--- config.mk ---
export PLATFORM = sky130hd
export DESIGN_NAME = bip_acc_ctrl
export DESIGN_NICKNAME = d
export VERILOG_FILES = /design/src/rtl/bip_acc_ctrl.sv
export SDC_FILE = /design/constraint.sdc
export NUM_CORES = 1
export LEC_CHECK = 0
export ABC_AREA = 1
export ABC_CLOCK_PERIOD_IN_PS = 1660
export BUFFER_PORTS_ARGS = -buffer_cell sky130_fd_sc_hd__buf_2
export CORE_ASPECT_RATIO = 1.75
export CORE_UTILIZATION = 25
export CTS_CLUSTER_SIZE = 10
export DETAILED_ROUTE_END_ITERATION = 7
export GPL_TIMING_DRIVEN = 1
export REMOVE_ABC_BUFFERS = 1
export SYNTH_ARGS = -nofsm -noshare
export SYNTH_HDL_FRONTEND = slang
export SYNTH_SLANG_ARGS = --single-unit
--- constraint.sdc ---
create_clock -name clk -period 1.66 [get_ports clk]
set_input_delay 0.332 -clock clk [delete_from_list [all_inputs] [get_ports clk]]
set_output_delay 0.332 -clock clk [all_outputs]
set_load 0.03 [all_outputs]
--- src/rtl/bip_acc_ctrl.sv ---
// BIP accumulator/execute stage: accepts decoded ops, sequences data RAM
// accesses, feeds the external ADD/SUB units and captures results into ACC.
module bip_acc_ctrl #(
  parameter int DATA_W = 11,
  parameter int ADDR_W = 11,
  parameter int OPC_W  = 5
) (
  input  logic              clk,
  input  logic              rst_n,
  input  logic              op_valid,
  output logic              op_ready,
  input  logic [OPC_W-1:0]  opcode,
  input  logic [DATA_W-1:0] operand,
  output logic [ADDR_W-1:0] mem_addr,
  output logic              mem_rd,
  output logic              mem_wr,
  output logic [DATA_W-1:0] mem_wdata,
  input  logic [DATA_W-1:0] mem_rdata,
  output logic [DATA_W-1:0] alu_a,
  output logic [DATA_W-1:0] alu_b,
  output logic              alu_sel,
  input  logic [DATA_W-1:0] alu_z,
  output logic [DATA_W-1:0] acc,
  output logic              done,
  output logic              halted,
  output logic              zero,
  output logic              neg,
  output logic              ovf
);

  localparam logic [OPC_W-1:0] OP_HLT  = OPC_W'(0);
  localparam logic [OPC_W-1:0] OP_STO  = OPC_W'(1);
  localparam logic [OPC_W-1:0] OP_LD   = OPC_W'(2);
  localparam logic [OPC_W-1:0] OP_LDI  = OPC_W'(3);
  localparam logic [OPC_W-1:0] OP_ADD  = OPC_W'(4);
  localparam logic [OPC_W-1:0] OP_ADDI = OPC_W'(5);
  localparam logic [OPC_W-1:0] OP_SUB  = OPC_W'(6);
  localparam logic [OPC_W-1:0] OP_SUBI = OPC_W'(7);

  typedef enum logic [1:0] {IDLE, MEM, EXEC, HALT} state_t;

  state_t            state, state_n;
  logic [OPC_W-1:0]  opcode_q;
  logic [DATA_W-1:0] operand_q;
  logic              accept;
  logic              in_is_mem;
  logic              q_is_sto;
  logic              q_mem_src;
  logic              q_arith;
  logic [DATA_W-1:0] b_eff;
  logic              ovf_n;

  assign in_is_mem = (opcode == OP_STO) || (opcode == OP_LD) ||
                     (opcode == OP_ADD) || (opcode == OP_SUB);
  assign q_is_sto  = (opcode_q == OP_STO);
  assign q_mem_src = (opcode_q == OP_ADD) || (opcode_q == OP_SUB);
  assign q_arith   = q_mem_src || (opcode_q == OP_ADDI) || (opcode_q == OP_SUBI);
  assign accept    = op_valid && op_ready;

  assign mem_addr  = operand_q[ADDR_W-1:0];
  assign mem_wdata = acc;
  assign alu_a     = acc;
  assign alu_b     = q_mem_src ? mem_rdata : operand_q;
  assign alu_sel   = (opcode_q == OP_SUB) || (opcode_q == OP_SUBI);
  assign zero      = (acc == '0);
  assign neg       = acc[DATA_W-1];

  // Subtraction overflows like an add of the inverted subtrahend.
  assign b_eff = alu_sel ? ~alu_b : alu_b;
  assign ovf_n = (acc[DATA_W-1] == b_eff[DATA_W-1]) &&
                 (alu_z[DATA_W-1] != acc[DATA_W-1]);

  always_comb begin
    state_n  = state;
    op_ready = 1'b0;
    mem_rd   = 1'b0;
    mem_wr   = 1'b0;
    case (state)
      IDLE: begin
        op_ready = 1'b1;
        if (op_valid) begin
          if (opcode == OP_HLT) state_n = HALT;
          else if (in_is_mem)   state_n = MEM;
          else                  state_n = EXEC;
        end
      end
      MEM: begin
        mem_wr  = q_is_sto;
        mem_rd  = !q_is_sto;
        state_n = q_is_sto ? IDLE : EXEC;
      end
      EXEC:    state_n = IDLE;
      HALT:    state_n = HALT;
      default: state_n = IDLE;
    endcase
  end

  always_ff @(posedge clk or negedge rst_n) begin
    if (!rst_n) state <= IDLE;
    else        state <= state_n;
  end

  always_ff @(posedge clk or negedge rst_n) begin
    if (!rst_n) begin
      opcode_q  <= '0;
      operand_q <= '0;
      acc       <= '0;
      done      <= 1'b0;
      halted    <= 1'b0;
      ovf       <= 1'b0;
    end else begin
      done <= (state == EXEC) || ((state == MEM) && q_is_sto);
      if (accept) begin
        opcode_q  <= opcode;
        operand_q <= operand;
        if (opcode == OP_HLT) halted <= 1'b1;
      end
      if (state == EXEC) begin
        if (opcode_q == OP_LD)       acc <= mem_rdata;
        else if (opcode_q == OP_LDI) acc <= operand_q;
        else if (q_arith)            acc <= alu_z;
        if (q_arith) ovf <= ovf_n;
      end
    end
  end

endmodule

Yosys cells after proc, flatten, opt, wreduce, memory -nomap -nowiden
Index checks and enable logic that the tools add are counted.
{"block": "word_totals", "word_cells": 57, "register_bits": 32, "out_inout_bits": 64}
{"block": "op_classes", "n_reduce_logical": 19, "bitwise_logic": 1, "muxes": 13, "n_eq_ne": 17}
{"operator": "$mux W11", "n": 5}
{"operator": "$eq A5 B3 Y1 const B", "n": 6}
{"operator": "$eq A5 B2 Y1 const B", "n": 3}
{"operator": "$logic_not A11 Y1", "n": 1}
{"operator": "$not A11 Y11", "n": 1}
{"operator": "$eq A5 B1 Y1 const B", "n": 2}
{"operator": "$logic_or A1 B1 Y1", "n": 8}
{"operator": "$mux W2", "n": 4}
{"operator": "$pmux W2 S4", "n": 1}
{"operator": "$reduce_and A2 Y1", "n": 3}
{"operator": "$logic_not A5 Y1", "n": 1}
{"operator": "$eq A2 B2 Y1 const B", "n": 2}
{"operator": "$logic_and A1 B1 Y1", "n": 3}
{"operator": "$mux W1", "n": 3}
{"operator": "$reduce_bool A3 Y1", "n": 1}
{"operator": "$eq A2 B1 Y1 const B", "n": 1}
{"operator": "$logic_not A2 Y1", "n": 1}
{"operator": "$ne A2 B2 Y1 const B", "n": 1}
{"operator": "$eq A1 B1 Y1", "n": 1}
{"operator": "$logic_not A1 Y1", "n": 1}
{"operator": "$ne A1 B1 Y1", "n": 1}

Longest topological paths before layout
Gate-level depths: netlist of the first run.
{"block": "logic_depth", "depth_word": 8, "mapped_depth": 9, "ltp_nobuf": 9}

Worst setup path after synthesis of the first run
Ideal clock, no wire load.
{"block": "synth_path", "path_kind": "flip-flop to output port", "start": "reg opcode_q[2]", "end": "out alu_b[0]", "arrival_ns": 1.359, "n_path_buf": 1, "setup_slack_ns": -0.031, "stages_incl_launch_ff": 6, "path_cell_list": "dfrtp_1 -> inv_2 -> nor2_2 -> nand2_2 -> buf_2 -> a21oi_1"}
{"block": "synth_between", "elab_chain_len": 3, "word_cells_on_any_way": 4}
{"element": "from (decl)", "line_no": "43", "rtl": "logic [OPC_W-1:0] opcode_q;"}
{"element": "from (signal assigned)", "line_no": "114", "rtl": "opcode_q <= opcode;"}
{"element": "$eq A5 B3 Y1", "line_no": "56", "rtl": "assign q_mem_src = (opcode_q == OP_ADD) || (opcode_q == OP_SUB);"}
{"element": "$logic_or A1 B1 Y1 (*)", "line_no": "56"}
{"element": "$mux W11 (*)", "line_no": "63", "rtl": "assign alu_b = q_mem_src ? mem_rdata : operand_q;"}
{"element": "to (decl)", "line_no": "20", "rtl": "output logic [DATA_W-1:0] alu_b,"}
Every way passes the cells marked *; elsewhere a longest branch is shown, timed or not.

Worst setup path in the final report of the first run
{"block": "layout_path", "start": "reg opcode_q[0]", "end": "out alu_b[6]"}
Same word-level chain as after synthesis.

==> results of run 1 <==
==> layout make-up <==
type	instances	area [µm²]	area share, %
tap	88	110	3.71
sequential	32	803	27.1
multi-input combinational	177	975	32.9
clock inverter	1	30.0	1.01
inverter	27	106	3.59
clock buffer	7	153	5.15
timing repair buffer	125	787	26.6
==> synth_stat cells, drive strengths merged <==
cell and count:
nor2 42, inv 27, a21oi 11, nand2 62
and3 1, a32o 1, nand3 10, o21bai 1
nor3 3, clkbuf 2, dfrtp 32, o2111ai 1
nand4 1, buf 32, o21ai 39, nor4 2
a31oi 1, o31ai 1, or2 1
==> metrics by stage <==
step	hold slack (ps)	std cells	util (%)
floorplan	36.4	236	-
global placement	385	438	32.0
detailed placement	398	438	32.0
CTS	101	455	37.6
global route	125	457	38.9
finish	82.2	457	38.9
==> logic make-up after synthesis <==
family                 after synthesis  synth area share, %
flip-flops                          32                 40.7
AO/OA/AOI/OAI                       55                 15.1
AND/OR/NAND/NOR                    122                 27.2
buffers and inverters               61                 17.1
==> power by group through the flow <==
stage,registers [mW],logic (mW),clock network [mW]
finish,1.54,4.32,1.12
floorplan,2.66,1.32,0
detailed placement,1.51,3.68,0
global route,1.60,4.62,1.18
CTS,1.52,4.19,1.16
global placement,1.49,3.66,0
==> worst paths after layout <==
path / to / slack, ps / cells after the start
setup / recovery: alu_b[6] / -50 / 5
hold / removal: mem_addr[3] / 80 / 2
setup reg to reg: acc[7] / 140 / 9
hold reg to reg: halted / 480 / 1
max in group asynchronous: acc[0] / 1260 / 2
min in group clk: mem_addr[10] / 270 / 3
==> routing by layer <==
layer / part of all wire, % / global-route usage, %
met1: 40 / 15.9
met2: 55 / 26.9
met3: 4.2 / 2.20
met4: 1.4 / 4.97
met5: 0 / 0
==> worst max-delay path: stages (launching register included) <==
cell                      delay [ps]
sky130_fd_sc_hd__dfrtp_1         410
sky130_fd_sc_hd__nor2_4          150
sky130_fd_sc_hd__nand2_4         110
sky130_fd_sc_hd__buf_6           160
sky130_fd_sc_hd__a21oi_4         130
sky130_fd_sc_hd__buf_6           150
==> sequential cells by signal, indices dropped and copies added, names as in the netlist <==
name	count
done	1
mem_addr	11
halted	1
ovf	1
state	2
opcode_q	5
acc	11
==> timing repair <==
action,CTS,global route
cloned,2,0
resized for setup,54,20
setup buffers,7,2
pin swaps,14,7
setup endpoints to repair,14,26
==> flow_metrics.tcl, run 1 <==
set metrics [dict create \
    tightest_slew_ps 422 \
    total_of_max_cap_violations 0 \
    critical_path_start "opcode_q[0]" \
    finish.instance_area_um2 2960 \
    timing.critical_path.arrival_ps 1380 \
    post-synth-top-area-cell "sky130_fd_sc_hd__dfrtp_1" \
    fin_nets 409 \
    number_of_setup_violations_in_the_final_report 11 \
    failed_checks "setup timing" \
    core-area_um2 7620 \
    combinationalPowerShare_pct 61.9 \
    die-area_um2 8250 \
    post_cts_hold_buffer_count 0 \
    outcome "finished with violations" \
    grt_setup_unrepaired "yes" \
    flow.area_growth_from_synthesis_pct 50.5 \
    switchingPower_mw 3.57 \
    via_count 2022 \
    start_util_pct 25.8 \
    num_rows 42 \
    synth_top_area_share_pct 40.7 \
    number_of_remaining_drc_errors 0 \
    clock_path_buffers 2 \
    pwr-share-seq_pct 22.1 \
    vias_per_cell 4.42 \
    port_buffers 104 \
    dr.first_iter.drc_count 139 \
    worst_setup_path_start_kind "flop" \
    die_height_um 119 \
    io_pins 105 \
    total_power_draw_mw 6.97 \
    vdd_ir_drop_max_mv 0.916 \
    synth_seq_cells 32 \
    ys_types 28 \
    cts_buffers 5 \
    netlist_instances 270 \
    cp-end-kind "output pin" \
    global_route_usage_sum_pct 14.3 \
    hold_class "input pin to async pin" \
    postSynthAreaPerCell_um2 7.29 \
    number_of_antenna_violations_at_the_first_check_in_global_routing 0 \
    power.clock.fraction_pct 16.0 \
    final.setup.worst_slack_ps -52.1 \
    placed_area_um2 2440 \
    gpl.final_weighted_congestion 0.758 \
    ys_top_cells_by_area "sky130_fd_sc_hd__dfrtp_1 41%, sky130_fd_sc_hd__nand2_1 12%, sky130_fd_sc_hd__buf_4 9.1%" \
    layout.cells.most_common_list "89 x sky130_fd_sc_hd__buf_2, 60 x sky130_fd_sc_hd__nand2_1, 30 x sky130_fd_sc_hd__dfrtp_1" \
    post-place-ws_ps 107 \
    finalWirelength_um 5740 \
    worst_skew_ps 3.61 \
    yosysWarningCount 0 \
    nFillCells 801 \
    ant_nets 0 \
    layout.cells.most_common "sky130_fd_sc_hd__buf_2" \
    crit-reg2reg-launch "opcode_q[2]" \
    power_report.internal_total_mw 3.40 \
    timing.final.crit_period_ps 1710 \
    cts_tree "built" \
    grt_pass1_vias 1941 \
    clk_root_buffer_cell "sky130_fd_sc_hd__clkbuf_16" \
    clkSinkCount 32 \
    max_freq_ghz 0.584 \
    final_min_period_over_clock_period_pct 103 \
    report.final.slew_viol_count 0 \
    final.setup.tns_ps -419 \
    detail_routed_net_length_per_standard_cell_um 12.5 \
    switching_share_pct 51.2 \
    slew_headroom_pct 71.9 \
    num_antenna_cells 0 \
    synthesis.area_um2 1970 \
    clk_transition_reported_paths_ps 50 \
    power_leakage_nw 1.58 \
    critical_path_required_ps 1330 \
    gr-total-overflow 0 \
    power-per-cell-area_nw_per_um2 2350 \
    layout-drive-gt1-share_pct 47.7 \
    htreeDepth 2 \
    worst_skew_pair.late_latency_ps 270 \
    final_hold_viol_count 0 \
    grt_max_degree 33 \
    crit_fanout 6 \
    criticalPathCategory "flop to output pin" \
    grt_first_pass_wirelength_um 9290 \
    hpwl_um 4170 \
    fp.dieW_um 69.1 \
    drt-pass1-iter-count 4 \
    synth-seq-area-share_pct 40.7 \
]
Note: power is estimated with default switching activity, not from simulation.
==> inputs of run 2 (changes only) <==
CAP_MARGIN = 20   (was not set)
MAX_ROUTING_LAYER = met4   (was not set)
==> run 2 against run 1 <==
The run still ends with setup timing left. First-iteration DRC count up 8.6%. Via count about the same. Worst setup slack worse by 0.64 ps. Utilization unchanged. Hold slack better by 1.0 ps. Global-route usage up 0.40 points. Final area unchanged. Fmax about the same.
==> flow_metrics.tcl, run 2 (synthesis results as in run 1) <==
set metrics [dict create \
    worst_setup_path_start_kind "flop" \
    worst_path_largest_cell_delay_ps 410 \
    via_count 2023 \
    timing.final.crit_period_ps 1710 \
    total_power_draw_mw 6.97 \
    switchingPower_mw 3.57 \
    flow.area_growth_from_synthesis_pct 50.5 \
    gpl.final_weighted_congestion 0.768 \
    hold_class "input pin to async pin" \
    power-per-cell-area_nw_per_um2 2350 \
    final.setup.tns_ps -426 \
    total_of_max_cap_violations 0 \
    tightest_slew_ps 422 \
    vdd_ir_drop_max_mv 0.919 \
    final_hold_viol_count 0 \
    layout.cells.most_common_list "89 x sky130_fd_sc_hd__buf_2, 60 x sky130_fd_sc_hd__nand2_1, 30 x sky130_fd_sc_hd__dfrtp_1" \
    clock_path_buffers 2 \
    finalWirelength_um 5740 \
    core-area_um2 7620 \
    finish.instance_area_um2 2960 \
    cts_tree "built" \
    placed_area_um2 2440 \
    cp-end-kind "output pin" \
    io_pins 105 \
    cp_slowest_cell "sky130_fd_sc_hd__dfrtp_1" \
    crit_fanout 6 \
    gr-total-overflow 0 \
    detail_routed_net_length_per_standard_cell_um 12.6 \
    power_report.internal_total_mw 3.40 \
    final_min_period_over_clock_period_pct 103 \
    grt_setup_unrepaired "yes" \
    timing.critical_path.arrival_ps 1380 \
    outcome "finished with violations" \
    post_cts_hold_buffer_count 0 \
    worst_skew_ps 3.63 \
    ant_nets 0 \
    grt_pass1_vias 1939 \
    report.final.slew_viol_count 0 \
    vias_per_cell 4.43 \
    htreeDepth 2 \
    clk_transition_reported_paths_ps 50 \
    hold_worst_slack_ps 83.2 \
    drt-pass1-iter-count 4 \
    combinationalPowerShare_pct 61.9 \
    power.clock.fraction_pct 16.0 \
    post-place-ws_ps 107 \
    path_delay_family "flip-flops" \
    layout.cells.most_common "sky130_fd_sc_hd__buf_2" \
    critical_path_required_ps 1330 \
    final.setup.worst_slack_ps -52.7 \
    timing.critical_path.mode_cell "sky130_fd_sc_hd__buf_6" \
    number_of_antenna_violations_at_the_first_check_in_global_routing 0 \
    cp.buffers_inverters 2 \
    slew_headroom_pct 71.9 \
    cts_buffers 5 \
    layout-drive-gt1-share_pct 47.7 \
    crit-reg2reg-launch "opcode_q[2]" \
    hpwl_um 4170 \
    worst_skew_pair.late_latency_ps 270 \
    clkSinkCount 32 \
    die_height_um 119 \
    grt_max_degree 33 \
    cp_cell_sequence "nor2_4, nand2_4, buf_6, a21oi_4, buf_6" \
    ff2ff_setup_slack_ps 130 \
    pwr-share-seq_pct 22.1 \
    max_freq_ghz 0.584 \
    grt_first_pass_wirelength_um 9290 \
    criticalPathCategory "flop to output pin" \
    port_buffers 104 \
    start_util_pct 25.8 \
    fp.dieW_um 69.1 \
    global_route_usage_sum_pct 14.7 \
    num_rows 42 \
    num_antenna_cells 0 \
    power_leakage_nw 1.58 \
    failed_checks "setup timing" \
    die-area_um2 8250 \
    number_of_setup_violations_in_the_final_report 11 \
    number_of_remaining_drc_errors 0 \
    clk_root_buffer_cell "sky130_fd_sc_hd__clkbuf_16" \
    worstRegToRegCells 9 \
    regToRegEndpoint "acc[7]" \
    switching_share_pct 51.2 \
    fin_nets 409 \
    dr.first_iter.drc_count 151 \
]
## run 2: final cells by class
| cell class | instances | area (µm²) |
|---|---|---|
| Inverter | 27 | 106 |
| Timing Repair Buffer | 125 | 787 |
| Sequential cell | 32 | 803 |
| Clock buffer | 7 | 153 |
| Multi-Input combinational cell | 177 | 975 |
| Fill cell | 801 | 4660 |
| Clock inverter | 1 | 30.0 |
| Tap cell | 88 | 110 |
## run 2: metrics by stage
stage                     std cells  utilization (%)
after global routing            457             38.9
after global placement          438             32.0
after detailed placement        438             32.0
final                           457             38.9
after floorplan                 236                -
after CTS                       455             37.6
## run 2: worst max-delay path by stage
stage / start / to / slack (ps) / depth (start not counted)
2_1_floorplan: state[0] / mem_addr[0] / -150 / 4
3_3_place_gp: opcode_q[3] / alu_b[8] / 140 / 5
3_5_place_dp: opcode_q[3] / alu_b[8] / 110 / 5
4_1_cts: opcode_q[4] / alu_b[4] / -50 / 4
5_1_grt: opcode_q[0] / alu_b[6] / -120 / 5
6_report: opcode_q[0] / alu_b[6] / -50 / 5
## run 2: routing by layer
metal	global-route usage (%)	share of wire, %
met1	16.2	40
met2	26.8	55
met3	1.86	3.6
met4	4.97	1.4
met5	-	0
## run 2: what timing repair did
item,4_1_cts,5_1_grt
setup buffers,7,2
endpoints found under the setup margin,14,26
gates cloned,2,0
pin swaps,14,7
resized for setup,54,20
## run 2: power groups by stage
stage	Clock (mW)	Sequential [mW]	Combinational [mW]
finish	1.12	1.54	4.32
global route	1.18	1.60	4.62
CTS	1.16	1.52	4.19
detailed placement	0	1.51	3.68
global placement	0	1.49	3.66
floorplan	0	2.66	1.32
